File: config.mk
export PLATFORM = sky130hd
export DESIGN_NAME = mod14_down_counter
export DESIGN_NICKNAME = d
export VERILOG_FILES = /design/src/rtl/mod14_down_counter.sv
export SDC_FILE = /design/constraint.sdc
export NUM_CORES = 1
export LEC_CHECK = 0
export CORE_AREA = 3 3 40 42
export DETAILED_ROUTE_END_ITERATION = 10
export DIE_AREA = 0 0 43 45
export PLACE_DENSITY_LB_ADDON = 0.12
export SLEW_MARGIN = 20
export SYNTH_ARGS = -nofsm -noshare
export SYNTH_HDL_FRONTEND = slang
export SYNTH_SLANG_ARGS = --single-unit
File: constraint.sdc
create_clock -name clk -period 1.65 [get_ports clk]
set_input_delay 0.33 -clock clk [delete_from_list [all_inputs] [get_ports clk]]
set_output_delay 0.33 -clock clk [all_outputs]
set_load 0.03 [all_outputs]
File: src/rtl/mod14_down_counter.sv
// rtl/mod14_down_counter.sv - modulo-MOD down counter with load, enable, terminal count and cascade borrow
// Optional sticky borrow flag: define MODDN_STICKY_BORROW_EN to add clr_flag / borrow_flag.
module mod14_down_counter #(
    parameter int MOD   = 14,
    parameter int WIDTH = 4
) (
    input  logic             clk,
    input  logic             rst_n,
    input  logic             en,
    input  logic             load,
    input  logic [WIDTH-1:0] d,
    output logic [WIDTH-1:0] q,
    output logic             tc,
    output logic             borrow
`ifdef MODDN_STICKY_BORROW_EN
    ,
    input  logic             clr_flag,
    output logic             borrow_flag
`endif
);

    // Top count value and the modulus widened by one bit so MOD == 2**WIDTH is representable.
    localparam logic [WIDTH-1:0] MAX_VAL = WIDTH'(MOD - 1);
    localparam logic [WIDTH:0]   MOD_EXT = (WIDTH + 1)'(MOD);

    // Reject a modulus the counter cannot represent or that makes no sense.
    if (MOD < 2 || MOD > (1 << WIDTH)) begin : g_mod_check
        $fatal(1, "mod14_down_counter: MOD out of range 2 .. 2**WIDTH");
    end

    logic [WIDTH-1:0] q_q;
    logic [WIDTH-1:0] q_d;
    logic             d_in_range;
    logic             q_in_range;

    // Range tests; both are constant-true when MOD == 2**WIDTH, leaving clamp/self-correct inert.
    always_comb begin
        d_in_range = ({1'b0, d} < MOD_EXT);
        q_in_range = ({1'b0, q_q} < MOD_EXT);
    end

    // Next count: load (clamped) beats enable; decrement wraps 0 -> MAX and repairs illegal states.
    always_comb begin
        q_d = q_q;
        if (load) begin
            q_d = d_in_range ? d : MAX_VAL;
        end else if (en) begin
            if (q_q == '0 || !q_in_range) begin
                q_d = MAX_VAL;
            end else begin
                q_d = q_q - 1'b1;
            end
        end
    end

    // Count register; synchronous reset reloads the top value.
    always_ff @(posedge clk) begin
        if (!rst_n) begin
            q_q <= MAX_VAL;
        end else begin
            q_q <= q_d;
        end
    end

    // Zero-latency status: tc on zero, borrow only when a real wrap will happen this edge.
    always_comb begin
        q      = q_q;
        tc     = (q_q == '0);
        borrow = en & ~load & (q_q == '0);
    end

`ifdef MODDN_STICKY_BORROW_EN
    logic flag_q;
    logic flag_d;

    // Sticky flag: a borrow sets it and wins over a coincident clear.
    always_comb begin
        flag_d = flag_q;
        if (clr_flag) begin
            flag_d = 1'b0;
        end
        if (borrow) begin
            flag_d = 1'b1;
        end
    end

    // Flag register; reset overrides set and clear.
    always_ff @(posedge clk) begin
        if (!rst_n) begin
            flag_q <= 1'b0;
        end else begin
            flag_q <= flag_d;
        end
    end

    // Drive the registered flag out.
    always_comb begin
        borrow_flag = flag_q;
    end
`endif

endmodule

==> results.ini <==
[sta]
rsz0062_at_grt=no
slew_headroom_pct=78.8
finalSetupTns_ns=0
slew_violations=0
fin_hold_ws_ns=0.593
tightest_slew_ns=0.318
hold_viol_final=0
finalCritPeriodShare_pct=97.7
finalClockSkew_ns=0.00364
setup_viol=0
min_period_ns=1.61
fmax_mhz=621

[detailed_routing]
routed_wirelength_um=835
via_count=340
drt_iter0_markers=12
wl_per_cell_um=12.3
drtPass1Iterations=2
antenna_left=0
route.detailed.drc=0
via_per_inst=5.00

[worst_setup_path]
r2r-end=q[0]$_SDFFE_PN1P_
r2r_slack_ns=0.32
crit-reg2reg-launch=q[1]$_SDFFE_PN0P_
arrival_ns=1.28
cp-startpoint=load
reg2regPathDepth=5
start_kind=input pin
end_kind=output pin
crit_required_ns=1.32
slowest_delay_ns=0.47
worst-setup-path-type=input pin to output pin
critPathCapture=borrow
cpMaxStageDelayCell=clkdlybuf4s50_1
crit_path_cell_trace=clkdlybuf4s50_1 > nor4bb_4 > buf_4
cp_max_fo=2

[grt]
grt_pass1_vias=309
grt_pass1_wl_um=1350
grt_remaining_overflow=0
antenna_found_initial=0
grt_max_degree=10
grt_use_total_pct=9.98

[pwr]
vdd_ir_drop_max_mv=0.269
p_per_area_mw_per_mm2=673
fin_total_pwr_mw=0.351
leakagePower_nw=0.231

[synthesis]
ys_types=23
synth_fp_nets=42
synthTopCellsByArea=dfxtp_1 29%, o311ai_2 5.9%, a21oi_1 5.4%
synth_seq_cells=4
synth_edf_count=0
ys_top_cells_by_count=4 x dfxtp_1, 3 x a21oi_1, 3 x nand2_1
synth_top_cell_by_area=dfxtp_1
ys_seq_area_share_pct=28.8
synthFlopType=dfxtp_1
synth_top_area_share_pct=28.8
yosysWarnings=0
syn_area_sq_um=278
netlist_instances=33
yosysMostFrequentCell=dfxtp_1
avgSynthCellArea_sq_um=8.42
async_flop_share_pct=0

[run_status]
status=completed

[placed_design]
gp_congestion=0.694
place_area_sq_um=479
place_inst=65
portBuffers=13
place_hpwl_um=687

[floorplan]
die_area_sq_mm=0.00194
fp.coreArea_sq_mm=0.00128
die_h_um=45
die_w_um=43
start_util_pct=21.6
rows=13
io_pins=14

[clocking]
clock-sinks=4
clockBufferDepth=2
cts_made_buffers=3
htreeDepth=1
clock_latency_ns=0.24
hold_buffers=0
path_clk_slew_ns=0.04
tritoncts=built
cts_root_buf=clkbuf_4

[layout]
drive_gt1_share_pct=35.8
largest_reg_flops=4
final_cells=68
num_antenna_cells=0
nFillCells=139
area_growth_pct=87.8
finalNetCount=64
finalInstanceArea_sq_um=522

[min_path]
hold_path.class=flip-flop to flip-flop
hp-start=q[0]$_SDFFE_PN1P_

[job]
maxCapViolations=0

routing by layer:
metal  GRT usage (%)  vias up  share of wire (%)
met1            11.5      157                 45
met4            9.04        0               0.96
li1                -      172                  -
met5               0        -                  0
met3            3.98        2                6.0
met2            14.1        9                 48
worst min-delay path by stage:
stage / to / cells after the start
final: q[0]$_SDFFE_PN1P_ / 2
after global routing: q[0]$_SDFFE_PN1P_ / 2
after floorplan: q[0]$_SDFFE_PN1P_ / 1
after detailed placement: q[0]$_SDFFE_PN1P_ / 2
after CTS: q[0]$_SDFFE_PN1P_ / 2
after global placement: q[0]$_SDFFE_PN1P_ / 2
kinds of logic after synthesis:
group / count (synthesis) / share of synthesized area [%]
flops: 4 / 28.8
compound gates: 10 / 27.0
buf+inv: 3 / 4.05
fa+ha+maj: 1 / 4.50
simple gates: 15 / 35.6
layout make-up:
class                      instances  area [sq um]  area share [%]
tap                               15          18.8            3.60
clock buffer                       3          22.5            4.32
sequential                         4          82.6            15.8
inverter                           2          7.51            1.44
multi-input combinational         26           228            43.6
timing repair buffer              18           163            31.2
per-stage QoR:
stage                     worst slack, ns  util (%)
after floorplan                    0.0321         -
after global placement             -0.116      37.3
after detailed placement           -0.188      37.3
after CTS                          0.0130      40.4
after global routing              0.00503      40.6
final                              0.0386      40.6
where the power goes:
group          internal [mW]  switching (mW)  total (mW)
sequential             0.106         0.00984       0.116
combinational         0.0596          0.0539       0.113
clock                 0.0814          0.0408       0.122
total                  0.247           0.105       0.351
layout by cell type (no fill, tap or decap), drive strengths merged:
master	Yosys	layout
clkdlybuf4s50	0	8
nand2	3	3
buf	0	7
nor3b	2	2
inv	2	2
a21boi	1	1
and4	1	1
nand3	2	2
a31oi	1	1
o311ai	3	3
ha	1	1
dfxtp	4	4
nor2b	1	1
nor2	2	2
and3	1	1
dlymetal6s2s	0	1
o21ai	1	1
a21oi	3	3
clkbuf	1	3
nor4bb	1	1
o21bai	1	1
dlygate4sd2	0	2
and4b	1	1
nand4b	1	1
worst max-delay path: cells and delay by family:
kind                   cells  cell delay [ns]
AND/OR/NAND/NOR            1             0.28
buffers and inverters      2             0.67
what timing repair did:
item                                   in CTS  in global routing
setup buffers                               0                  0
pin swaps                                   1                  0
setup endpoints to repair                   2                  1
gates resized for setup                     8                  1
endpoints found under the hold margin       0                  0
No activity file was read; power rests on OpenSTA's default activity.
